<file path="src/rtl/seq_1011010_gen_if.sv">
// Word handshake between a payload producer and the serial frame transmitter.
// A word moves on a rising edge where data_valid && data_ready; the producer holds data_in steady while data_valid is high.
interface seq_1011010_gen_if #(
  parameter int DATA_W = 8
) ();
  logic [DATA_W-1:0] data_in;
  logic              data_valid;
  logic              data_ready;

  modport master (output data_in, output data_valid, input  data_ready);
  modport slave  (input  data_in, input  data_valid, output data_ready);
endinterface

</file>
<file path="src/rtl/seq_1011010_gen.sv">
// Serial frame transmitter: sync word, payload MSB first, then GAP idle bits.
// All line outputs are registered so a downstream detector sees a clean stream.
module seq_1011010_gen #(
  parameter int                SYNC_W       = 7,
  parameter logic [SYNC_W-1:0] SYNC_PATTERN = 7'b1011010,
  parameter int                DATA_W       = 8,
  parameter int                GAP          = 2,
  parameter logic              IDLE_BIT     = 1'b0
) (
  input  logic                    clk,
  input  logic                    reset,
  seq_1011010_gen_if.slave        dif,
  output logic                    sout,
  output logic                    busy,
  output logic                    sync_done,
  output logic                    frame_done,
  output logic [1:0]              state_dbg
);

  localparam int MAX_A = (SYNC_W > DATA_W) ? SYNC_W : DATA_W;
  localparam int MAX_N = (MAX_A > GAP) ? MAX_A : GAP;
  localparam int CNT_W = $clog2(MAX_N + 1);

  localparam logic [CNT_W-1:0] ONE       = CNT_W'(1);
  localparam logic [CNT_W-1:0] SYNC_LAST = CNT_W'(SYNC_W - 1);
  localparam logic [CNT_W-1:0] DATA_LAST = CNT_W'(DATA_W - 1);
  localparam logic [CNT_W-1:0] GAP_LAST  = CNT_W'((GAP > 0) ? GAP - 1 : 0);

  typedef enum logic [1:0] {
    S_IDLE = 2'd0,
    S_SYNC = 2'd1,
    S_DATA = 2'd2,
    S_GAP  = 2'd3
  } state_t;

  state_t            state, state_n;
  logic [CNT_W-1:0]  cnt, cnt_n;
  logic [DATA_W-1:0] shreg, shreg_n;
  logic              sout_n, sync_done_n, frame_done_n;
  logic [SYNC_W-1:0] sync_sh;

  assign dif.data_ready = (state == S_IDLE);
  assign busy           = (state != S_IDLE);
  assign state_dbg      = state;

  always_ff @(posedge clk) begin
    if (reset) begin
      state      <= S_IDLE;
      cnt        <= '0;
      shreg      <= '0;
      sout       <= IDLE_BIT;
      sync_done  <= 1'b0;
      frame_done <= 1'b0;
    end else begin
      state      <= state_n;
      cnt        <= cnt_n;
      shreg      <= shreg_n;
      sout       <= sout_n;
      sync_done  <= sync_done_n;
      frame_done <= frame_done_n;
    end
  end

  // cnt always holds the index of the bit currently on sout within its phase.
  always_comb begin
    state_n      = state;
    cnt_n        = cnt;
    shreg_n      = shreg;
    sout_n       = sout;
    sync_done_n  = 1'b0;
    frame_done_n = 1'b0;
    sync_sh      = '0;
    case (state)
      S_IDLE: begin
        sout_n = IDLE_BIT;
        if (dif.data_valid) begin
          shreg_n     = dif.data_in;
          sout_n      = SYNC_PATTERN[SYNC_W-1];
          cnt_n       = SYNC_LAST;
          sync_done_n = (SYNC_W == 1);
          state_n     = S_SYNC;
        end
      end
      S_SYNC: begin
        if (cnt != '0) begin
          cnt_n       = cnt - ONE;
          sync_sh     = SYNC_PATTERN >> cnt_n;
          sout_n      = sync_sh[0];
          sync_done_n = (cnt_n == '0);
        end else begin
          sout_n       = shreg[DATA_W-1];
          shreg_n      = shreg << 1;
          cnt_n        = DATA_LAST;
          frame_done_n = (DATA_W == 1);
          state_n      = S_DATA;
        end
      end
      S_DATA: begin
        if (cnt != '0) begin
          cnt_n        = cnt - ONE;
          sout_n       = shreg[DATA_W-1];
          shreg_n      = shreg << 1;
          frame_done_n = (cnt_n == '0);
        end else begin
          sout_n = IDLE_BIT;
          if (GAP > 0) begin
            cnt_n   = GAP_LAST;
            state_n = S_GAP;
          end else begin
            cnt_n   = '0;
            state_n = S_IDLE;
          end
        end
      end
      S_GAP: begin
        sout_n = IDLE_BIT;
        if (cnt != '0) cnt_n = cnt - ONE;
        else           state_n = S_IDLE;
      end
      default: state_n = S_IDLE;
    endcase
  end

endmodule

</file>
<file path="src/flat_wrapper.sv">
// flat-port wrapper written by rule: the top's interface ports become plain ports
module seq_1011010_gen_flat 
#(
  parameter int                SYNC_W       = 7,
  parameter logic [SYNC_W-1:0] SYNC_PATTERN = 7'b1011010,
  parameter int                DATA_W       = 8,
  parameter int                GAP          = 2,
  parameter logic              IDLE_BIT     = 1'b0
)
  (clk, reset, sout, busy, sync_done, frame_done, state_dbg, dif_data_in, dif_data_valid, dif_data_ready);
  seq_1011010_gen_if #(.DATA_W(DATA_W)) dif_i ();
  input  logic clk;
  input  logic reset;
  output logic sout;
  output logic busy;
  output logic sync_done;
  output logic frame_done;
  output logic [1:0] state_dbg;
  input wire logic [$bits(dif_i.data_in)-1:0] dif_data_in;
  input wire logic [$bits(dif_i.data_valid)-1:0] dif_data_valid;
  output wire logic [$bits(dif_i.data_ready)-1:0] dif_data_ready;
  assign dif_i.data_in = dif_data_in;
  assign dif_i.data_valid = dif_data_valid;
  assign dif_data_ready = dif_i.data_ready;
  seq_1011010_gen #(.SYNC_W(SYNC_W), .SYNC_PATTERN(SYNC_PATTERN), .DATA_W(DATA_W), .GAP(GAP), .IDLE_BIT(IDLE_BIT)) u_core (.clk(clk), .reset(reset), .dif(dif_i), .sout(sout), .busy(busy), .sync_done(sync_done), .frame_done(frame_done), .state_dbg(state_dbg));
endmodule
</file>
<file path="config.mk">
export PLATFORM = sky130hd
export DESIGN_NAME = seq_1011010_gen_flat
export DESIGN_NICKNAME = d
export VERILOG_FILES = /design/src/rtl/seq_1011010_gen_if.sv /design/src/rtl/seq_1011010_gen.sv /design/src/flat_wrapper.sv
export SDC_FILE = /design/constraint.sdc
export NUM_CORES = 1
export LEC_CHECK = 0
export CAP_MARGIN = 15
export CORE_ASPECT_RATIO = 1.1
export CORE_UTILIZATION = 51
export CTS_CLUSTER_SIZE = 10
export DETAILED_ROUTE_END_ITERATION = 8
export HOLD_SLACK_MARGIN = 0.06
export PLACE_DENSITY = 0.78
export SKIP_LAST_GASP = 1
export SLEW_MARGIN = 25
export SYNTH_ARGS = -nofsm -noshare
export SYNTH_HDL_FRONTEND = slang
export SYNTH_SLANG_ARGS = --single-unit
</file>
<file path="constraint.sdc">
create_clock -name clk -period 2.5 [get_ports clk]
set_input_delay 0.75 -clock clk [delete_from_list [all_inputs] [get_ports clk]]
set_output_delay 0.75 -clock clk [all_outputs]
set_load 0.01 [all_outputs]
</file>
# Word level (Yosys, flattened, before mapping)
# Cells that the tools add are included.
[totals]
out_inout_bits = 7
word_cells = 48
input_bits = 11
reg_bits = 17
[classes]
n_bitwise = 2
n_mux = 19
add_sub_neg = 1
n_reduce_logical = 10
eq_ne = 9
shifts = 1
[op_table]
columns = ["op", "count"]
rows = [
  ["8-bit two-way mux", 3],
  ["8-bit case mux with 3 select lines", 1],
  ["4-bit two-way mux", 4],
  ["4-bit case mux with 4 select lines", 1],
  ["2-bit two-way mux", 4],
  ["2-bit != test, second input constant", 4],
  ["2-bit case mux with 4 select lines", 1],
  ["4-bit AND reduction", 2],
  ["7-bit by 4-bit >> shifter with 1-bit output, first input constant", 1],
  ["2-bit equality test, second input constant", 2],
  ["4-bit logical NOT", 1],
  ["1-bit two-way mux", 4],
  ["2-bit by 1-bit != test with 1-bit output, second input constant", 2],
  ["1-bit case mux with 4 select lines", 1],
  ["4-bit nonzero test", 1],
  ["2-bit OR reduction", 2],
  ["4-bit by 1-bit subtractor with 4-bit output, second input constant", 1],
  ["3-bit nonzero test", 1],
  ["2-bit by 1-bit equality test with 1-bit output, second input constant", 1],
  ["2-bit logical NOT", 1],
  ["1-bit NOT", 2],
  ["2-bit AND reduction", 1],
  ["2-bit nonzero test", 1],
]

# Depth between registers and ports, before layout
# Gate-level depths: netlist (run 1).
[logic_depth]
depth_word = 4
ltp_mapped = 8
ltp_nobuf = 6

# Worst setup path before layout (run 1)
# No wires, ideal clock.
[synth_timing]
kind = "flip-flop to flip-flop"
from = "reg u_core.cnt[0]"
to = "reg u_core.sout"
setup_time_ns = 0.086
path_stages_with_launch = 9
setup_slack_ns = 0.412
arrival_ns = 2.002
n_path_buf = 2
path_cell_list = "dfxtp_1 -> clkbuf_1 -> inv_1 -> ha_1 -> clkbuf_1 -> or3b_2 -> a221oi_1 -> o21ai_0 -> a211oi_1"
[synth_between]
elab_chain_cells = 4
word_cells_on_any_way = 6
classes_between = "add/sub (1); shift (1); mux (3); reduce/logical (1)"
[synth_rtl]
columns = ["item", "line", "source"]
rows = [
  ["from (decl)", "seq_1011010_gen.sv:37", "logic [CNT_W-1:0] cnt, cnt_n;"],
  ["from (signal assigned)", "seq_1011010_gen.sv:56", "cnt <= cnt_n;"],
  ["4-bit by 1-bit subtractor with 4-bit output", "seq_1011010_gen.sv:86", "cnt_n = cnt - ONE;"],
  ["7-bit by 4-bit >> shifter with 1-bit output", "seq_1011010_gen.sv:87", "sync_sh = SYNC_PATTERN >> cnt_n;"],
  ["1-bit two-way mux", "seq_1011010_gen.sv:85", "if (cnt != '0) begin"],
  ["1-bit case mux with 4 select lines (*)", "seq_1011010_gen.sv:73", "case (state)"],
  ["to (signal assigned)", "seq_1011010_gen.sv:58", "sout <= sout_n;"],
  ["to (decl)", "seq_1011010_gen.sv:13", "output logic sout,"],
]
# Mark *: on every way between the ends. The rest lies on a longest branch, timed or not.
# A chain may end at the register's enable or synchronous reset.

# Worst setup path in the final report (run 1)
[layout_timing]
from = "reg u_core.state[0] (netlist: u_core.state_dbg[0])"
to = "out busy"
[layout_between]
elab_chain_cells = 1
[layout_rtl]
columns = ["item", "line", "source"]
rows = [
  ["from (decl)", "seq_1011010_gen.sv:36", "state_t state, state_n;"],
  ["from (signal assigned)", "seq_1011010_gen.sv:55", "state <= state_n;"],
  ["2-bit nonzero test", "seq_1011010_gen.sv:43", "assign busy = (state != S_IDLE);"],
  ["to (decl)", "flat_wrapper.sv:15", "output logic busy;"],
]
# No other way between the ends.

==> metrics.log, run 1 <==
INFO  metric post-place-ws = 217.8 ps
INFO  metric r2r_cells = 7
INFO  metric cts_made_buffers = 3
INFO  metric antenna_violations_before_repair = 0
INFO  metric synth-warning-count = 0
INFO  metric synthAdderAreaFrac = 0.07389
INFO  metric detail_route.iter0.violations = 21
INFO  metric fraction_of_final_layout_cells_sized_beyond_drive_strength_1 = 0.1298
INFO  metric grt_start_max_net_pins = 17
INFO  metric cts_root_buffer = sky130_fd_sc_hd__clkbuf_4
INFO  metric number_of_global_route_vias_before_repair = 832
INFO  metric worstSkewPairLatency = 290 ps
INFO  metric synth_top_family_by_area = compound AO/OA/AOI/OAI gates
INFO  metric power.static_leakage = 0.4821 nW
INFO  metric totalWireLength = 1996 um
INFO  metric grt_first_pass_wirelength = 3381 um
INFO  metric reg2reg_launch_point = u_core.cnt[0]$_SDFFE_PP0P_
INFO  metric crit_path_start_kind = register
INFO  metric regToRegEndpoint = u_core.shreg[6]$_SDFFE_PP0P_
INFO  metric sum_of_negative_setup_slack = 0 ps
INFO  metric clockBufferDepth = 2
INFO  metric gr-usage-all-layers = 0.2048
INFO  metric crit_path_end_kind = primary output
INFO  metric net-switching-power = 0.0007060 W
INFO  metric timing.max_slew.rel_slack = 0.6472
INFO  metric post_synth_and_or_nand_nor_area_fraction = 0.2032
INFO  metric htreeDepth = 1
INFO  metric post_synthesis_instance_total = 112
INFO  metric antenna_left = 0
INFO  metric drc = 0
INFO  metric combPwrFrac = 0.645
INFO  metric detailedRoute.firstPassIterationCount = 4
INFO  metric ys_ff_latch = 17
INFO  metric power_frac_seq = 0.266
INFO  metric min_path_type = register to register
INFO  metric power_per_cell_area = 1324 nW/um2
INFO  metric hp-start = u_core.shreg[0]$_SDFFE_PP0P_
INFO  metric start_util = 0.5577
INFO  metric place_hpwl = 1461 um
INFO  metric die_width = 44.56 um
INFO  metric netSwitchingFraction = 0.4254
INFO  metric post-route-cell-area = 1254 um2
INFO  metric synthesized_area_fraction_occupied_by_ao_oa_aoi_and_oai_cells = 0.2426
INFO  metric final_net_count = 149
INFO  metric post_synth_instance_area = 1016 um2
INFO  metric io-pin-count = 18
INFO  metric numClockSinks = 17
INFO  metric areaGrowthSynthToFinish = 23.40%
INFO  metric p_total = 0.001660 W
INFO  metric placement.cell_area = 1224 um2
INFO  metric grt_remaining_overflow = 0
INFO  metric max_slew.worst_pin.slew = 522.1 ps
INFO  metric timing.reg2reg.setup_slack = 410 ps
INFO  metric worst_hold_path.endpoint = u_core.shreg[0]$_SDFFE_PP0P_
INFO  metric report.final.setup_viol = 0
INFO  metric finalCriticalPeriod = 2362 ps
INFO  metric mostFrequentLayoutCells = sky130_fd_sc_hd__clkdlybuf4s50_1 (17), sky130_fd_sc_hd__dfxtp_1 (17), sky130_fd_sc_hd__nor2_1 (11)
INFO  metric core = 1822 um2
INFO  metric num_vias = 881
INFO  metric antenna-diode-count = 0
INFO  metric drv_slew = 0
INFO  metric dieArea = 2175 um2
INFO  metric report.final.hold_viol_count = 0
INFO  metric synthMuxAreaShare = 0.08990
INFO  metric crit_path_max_fanout = 9
INFO  metric synth.avg_cell_area = 9.071 um2
INFO  metric clock_tree_from_tritoncts = done
INFO  metric synth.yosys.seq_area_share = 0.3350
INFO  metric synth.distinct_cells = 36
INFO  metric synth_top_flop_cell = sky130_fd_sc_hd__dfxtp_1
INFO  metric syn-num-nets = 129
INFO  metric die_height = 48.81 um
INFO  metric via_count_normalized_by_instance_count = 5.576
INFO  metric xor_xnor_share_of_the_synthesized_area = 0
INFO  metric max_cap_violations = 0
INFO  metric drt-wirelength-per-cell = 12.63 um
INFO  metric whs_path_depth = 2
INFO  metric share_clk_of_total_power = 0.089
INFO  metric async_reset_ff_frac = 0
INFO  metric critical_path_class = register to primary output
INFO  metric unrepaired_setup_endpoints_after_global_routing = false
INFO  metric synth_edf_count = 0
INFO  metric rows = 16
INFO  metric power.internal = 0.0009538 W
INFO  metric crit_arrival = 1610 ps
INFO  metric gpl.final_weighted_congestion = 0.7956
INFO  metric status = finished clean
INFO  metric final_min_period_over_clock_period = 0.9447
INFO  metric port_buffer_count = 17
INFO  metric worst_clock_skew = 1.187 ps
INFO  metric fillerInstances = 148
INFO  metric required = 1750 ps
INFO  metric maxClockFrequency = 0.4234 GHz
INFO  metric worst_setup_hold_path_clk_slew = 100 ps
INFO  metric layout_setup_ws = 138.3 ps
INFO  metric ir_worst_vdd = 1.412 mV
## what timing repair did
item                                    4_1_cts  5_1_grt
endpoints found under the setup margin        0        2
buffers inserted                              0        0
hold buffers                                  0        0
resized for setup                             0        1
## power groups by stage
stage               logic (W)  registers, W  clock network (W)
finish                0.00107      0.000442           0.000148
global route          0.00117      0.000457           0.000161
CTS                   0.00106      0.000443           0.000151
detailed placement    0.00106      0.000449                  0
global placement      0.00102      0.000444                  0
floorplan            0.000801      0.000436                  0
## worst max-delay path by stage
stage / slack [ps] / end / depth (start not counted) / startpoint
2_1_floorplan: 410 / u_core.sout$_SDFF_PP0_ / 8 / u_core.cnt[0]$_SDFFE_PP0P_
3_3_place_gp: 310 / u_core.shreg[3]$_SDFFE_PP0P_ / 6 / dif_data_valid
3_5_place_dp: 220 / u_core.shreg[6]$_SDFFE_PP0P_ / 6 / dif_data_valid
4_1_cts: 40 / busy / 4 / u_core.state_dbg[0]$_SDFFE_PP0P_
5_1_grt: 50 / busy / 4 / u_core.state_dbg[0]$_SDFFE_PP0P_
6_report: 140 / busy / 4 / u_core.state_dbg[0]$_SDFFE_PP0P_
## cell families (layout without fill, tap and decap cells)
group,after synthesis,count (layout)
AOI/OAI and AO/OA,32,32
adders and majority gates,6,6
buffers and inverters,13,32
DFF,17,17
muxes,9,9
and+or+nand+nor,35,35
## registers in the layout (all words and copies together) (netlist names)
| name | cells |
|---|---|
| u_core.sout | 1 |
| u_core.sync_done | 1 |
| u_core.state_dbg | 2 |
| u_core.frame_done | 1 |
| u_core.cnt | 4 |
| u_core.shreg | 8 |
## Yosys cell counts, types with 2 or more instances
cell | instances | area share
sky130_fd_sc_hd__nor2_1 | 11 | 0.041
sky130_fd_sc_hd__a211oi_2 | 2 | 0.025
sky130_fd_sc_hd__a21oi_1 | 8 | 0.039
sky130_fd_sc_hd__ha_1 | 6 | 0.074
sky130_fd_sc_hd__clkbuf_1 | 5 | 0.018
sky130_fd_sc_hd__o21ai_0 | 3 | 0.015
sky130_fd_sc_hd__nand3b_1 | 2 | 0.015
sky130_fd_sc_hd__dfxtp_1 | 17 | 0.33
sky130_fd_sc_hd__a211oi_1 | 9 | 0.066
sky130_fd_sc_hd__and2_1 | 2 | 0.012
sky130_fd_sc_hd__nor3_1 | 2 | 0.0099
sky130_fd_sc_hd__a21o_1 | 2 | 0.015
sky130_fd_sc_hd__mux2i_1 | 8 | 0.079
sky130_fd_sc_hd__nand2_1 | 3 | 0.011
sky130_fd_sc_hd__a221oi_1 | 2 | 0.017
sky130_fd_sc_hd__nand2b_1 | 5 | 0.031
sky130_fd_sc_hd__inv_1 | 6 | 0.022
## routing by layer
metal	vias to the layer above	share of wire	GRT usage	wire length [um]
met5	-	0	0	0
met4	0	0.015	0.1061	29
met3	4	0.034	0.02593	68
met2	22	0.52	0.3578	1033
met1	404	0.43	0.2342	865
li1	451	-	-	-
## critical path: stages, from the launching register on
cell	delay [ps]
sky130_fd_sc_hd__dfxtp_1	390
sky130_fd_sc_hd__inv_1	100
sky130_fd_sc_hd__ha_2	250
sky130_fd_sc_hd__inv_1	60
sky130_fd_sc_hd__clkdlybuf4s50_1	520
## layout make-up
type	instances	area [um2]	area share
clock buffer	3	22.52	0.01796
clock inverter	1	5.005	0.003992
inverter	6	22.52	0.01796
multi-input combinational	82	621.8	0.4960
sequential	17	340.3	0.2715
tap	27	33.78	0.02695
timing repair buffer	22	207.7	0.1657
## through the flow
step	utilization	hold WS [ps]	std cells
finish	0.6882	482.1	158
global route	0.6882	502.5	158
CTS	0.6868	486.8	158
detailed placement	0.6717	470.8	154
global placement	0.6717	456.4	154
floorplan	-	445.8	112
(Power assumes the default switching activity.)
==> run 2, diff against run 1 <==
--- a/config.mk
+++ b/config.mk
@@ -11,7 +11,7 @@
 export CTS_CLUSTER_SIZE = 10
 export DETAILED_ROUTE_END_ITERATION = 8
 export HOLD_SLACK_MARGIN = 0.06
-export PLACE_DENSITY = 0.78
+export PLACE_DENSITY = 0.88
 export SKIP_LAST_GASP = 1
 export SLEW_MARGIN = 25
 export SYNTH_ARGS = -nofsm -noshare
==> metrics.log, run 2 (same netlist as run 1, synthesis figures left out) <==
INFO  metric status = finished clean (unchanged)
INFO  metric place_hpwl = 1507 um (was 1461 um)
INFO  metric post-place-cells = 152 (was 154)
INFO  metric largest_register = u_core.shreg (unchanged)
INFO  metric io-pin-count = 18 (unchanged)
INFO  metric detailedRoute.firstPassIterationCount = 4 (unchanged)
INFO  metric p_total = 0.001637 W (was 0.001660 W)
INFO  metric wl_met1 = 873 um (was 865 um)
INFO  metric hp-start = u_core.shreg[0]$_SDFFE_PP0P_ (unchanged)
INFO  metric maxClockFrequency = 0.4234 GHz (about the same)
INFO  metric timing.reg2reg.setup_slack = 200 ps (was 410 ps)
INFO  metric number_of_global_route_vias_before_repair = 845 (was 832)
INFO  metric fillerInstances = 148 (unchanged)
INFO  metric fraction_of_final_layout_cells_sized_beyond_drive_strength_1 = 0.1163 (was 0.1298)
INFO  metric detail_route.iter0.violations = 7 (was 21)
INFO  metric grt_first_pass_wirelength = 3519 um (was 3381 um)
INFO  metric start_util = 0.5577 (unchanged)
INFO  metric areaGrowthSynthToFinish = 21.92% (was 23.40%)
INFO  metric cts_root_buffer = sky130_fd_sc_hd__clkbuf_4 (unchanged)
INFO  metric rows = 16 (unchanged)
INFO  metric max_cap_violations = 0 (unchanged)
INFO  metric die_height = 48.81 um (unchanged)
INFO  metric dieArea = 2175 um2 (unchanged)
INFO  metric final_net_count = 147 (was 149)
INFO  metric worst_hold_path.endpoint = u_core.shreg[0]$_SDFFE_PP0P_ (unchanged)
INFO  metric gr-usage-all-layers = 0.2123 (was 0.2048)
INFO  metric grt_remaining_overflow = 0 (unchanged)
INFO  metric core = 1822 um2 (unchanged)
INFO  metric crit_path_start = u_core.state_dbg[0]$_SDFFE_PP0P_ (unchanged)
INFO  metric grt_start_max_net_pins = 17 (unchanged)
INFO  metric totalWireLength = 1985 um (was 1996 um)
INFO  metric whs_path_depth = 2 (unchanged)
INFO  metric drc = 0 (unchanged)
INFO  metric antenna-diode-count = 0 (unchanged)
INFO  metric die_width = 44.56 um (unchanged)
INFO  metric mostFrequentLayoutCells = sky130_fd_sc_hd__clkdlybuf4s50_1 (17), sky130_fd_sc_hd__dfxtp_1 (17), sky130_fd_sc_hd__nor2_1 (11) (unchanged)
INFO  metric critical_path_class = register to primary output (unchanged)
INFO  metric required = 1750 ps (about the same)
INFO  metric max_slew.worst_pin.slew = 506.8 ps (was 522.1 ps)
INFO  metric power_per_cell_area = 1321 nW/um2 (was 1324 nW/um2)
INFO  metric final_core_util = 0.6799 (was 0.6882)
INFO  metric drt-wirelength-per-cell = 12.72 um (was 12.63 um)
INFO  metric worstSkewPairLatency = 300 ps (was 290 ps)
INFO  metric gpl.final_weighted_congestion = 0.8126 (was 0.7956)
INFO  metric dr_wl_met2 = 1002 um (was 1033 um)
INFO  metric worst_clock_skew = 3.133 ps (was 1.187 ps)
INFO  metric report.final.hold_viol_count = 0 (unchanged)
INFO  metric crit_path_max_fanout = 9 (unchanged)
INFO  metric route.top_layer_used = met4 (unchanged)
INFO  metric finalCriticalPeriod = 2362 ps (about the same)
INFO  metric regToRegEndpoint = u_core.shreg[4]$_SDFFE_PP0P_ (was u_core.shreg[6]$_SDFFE_PP0P_)
INFO  metric reg2reg_launch_point = u_core.cnt[1]$_SDFFE_PP0P_ (was u_core.cnt[0]$_SDFFE_PP0P_)
INFO  metric antenna_violations_before_repair = 0 (unchanged)
INFO  metric power.static_leakage = 0.4725 nW (was 0.4821 nW)
INFO  metric ir_worst_vdd = 0.9644 mV (was 1.412 mV)
INFO  metric crit_arrival = 1610 ps (about the same)
INFO  metric clockBufferDepth = 2 (unchanged)
INFO  metric crit_path_end_kind = primary output (unchanged)
INFO  metric number_of_buffers_added_to_fix_hold_violations_after_cts = 0 (unchanged)
INFO  metric numClockSinks = 17 (unchanged)
INFO  metric largest_register_ff_count = 8 (unchanged)
INFO  metric dr_wl_met3 = 68 um (unchanged)
INFO  metric antenna_left = 0 (unchanged)
INFO  metric min_path_type = register to register (unchanged)
INFO  metric report.final.setup_viol = 0 (unchanged)
INFO  metric drv_slew = 0 (unchanged)
INFO  metric port_buffer_count = 17 (unchanged)
INFO  metric timing.max_slew.rel_slack = 0.6575 (was 0.6472)
INFO  metric instances_no_fill = 156 (was 158)
INFO  metric cts_made_buffers = 3 (unchanged)
INFO  metric clock_tree_from_tritoncts = done (unchanged)
INFO  metric worst_setup_hold_path_clk_slew = 100 ps (about the same)
INFO  metric r2r_cells = 7 (unchanged)
INFO  metric htreeDepth = 1 (unchanged)
INFO  metric unrepaired_setup_endpoints_after_global_routing = false (unchanged)
INFO  metric sum_of_negative_setup_slack = 0 ps (unchanged)
INFO  metric via_count_normalized_by_instance_count = 5.571 (was 5.576)
INFO  metric num_vias = 869 (was 881)
INFO  metric crit_path_start_kind = register (unchanged)
INFO  metric final_min_period_over_clock_period = 0.9447 (about the same)
[run 2: per-stage QoR]
stage / worst slack [ps] / cell area, um2 / hold WS (ps)
global route: 52.35 / 1239 / 529.9
CTS: 49.71 / 1236 / 502.2
detailed placement: 199.0 / 1209 / 485.4
finish: 138.2 / 1239 / 496.4
floorplan: 412.3 / 1016 / 445.8
global placement: 293.8 / 1209 / 458.4
[run 2: worst max-delay path by stage]
stage | end | slack (ps) | cells past startpoint
final | busy | 140 | 4
after global routing | u_core.shreg[2]$_SDFFE_PP0P_ | 50 | 7
after CTS | busy | 50 | 4
after detailed placement | u_core.shreg[4]$_SDFFE_PP0P_ | 200 | 7
after global placement | u_core.shreg[2]$_SDFFE_PP0P_ | 290 | 6
after floorplan | u_core.sout$_SDFF_PP0_ | 410 | 8
[run 2: cell type report]
type	count	area [um2]	share of cell area
clock buffer	3	22.52	0.01818
timing repair buffer	20	192.7	0.1556
sequential	17	340.3	0.2747
tap	27	33.78	0.02727
inverter	6	22.52	0.01818
multi-input combinational	82	621.8	0.5020
clock inverter	1	5.005	0.004040
[run 2: routing by layer]
| layer | up-vias | GRT usage |
|---|---|---|
| met5 | - | 0 |
| met4 | 0 | 0.09091 |
| met3 | 5 | 0.02222 |
| met2 | 26 | 0.3701 |
| met1 | 392 | 0.2553 |
| li1 | 446 | - |
[run 2: timing repair]
item	in CTS	in global routing
endpoints found under the setup margin	0	1
setup buffers	0	0
resized for setup	0	1
[run 2: where the power goes]
part	leakage (nW)	switching [W]	internal, W
clock	0.0177	0.0000928	0.0000596
sequential	0.140	0.0000862	0.000366
combinational	0.315	0.000523	0.000509
total	0.472	0.000702	0.000934
[run 2: critical path, cell delays in order (launching register included)]
cell,delay (ps)
sky130_fd_sc_hd__dfxtp_1,400
sky130_fd_sc_hd__inv_1,100
sky130_fd_sc_hd__ha_2,240
sky130_fd_sc_hd__inv_1,60
sky130_fd_sc_hd__clkdlybuf4s50_1,520
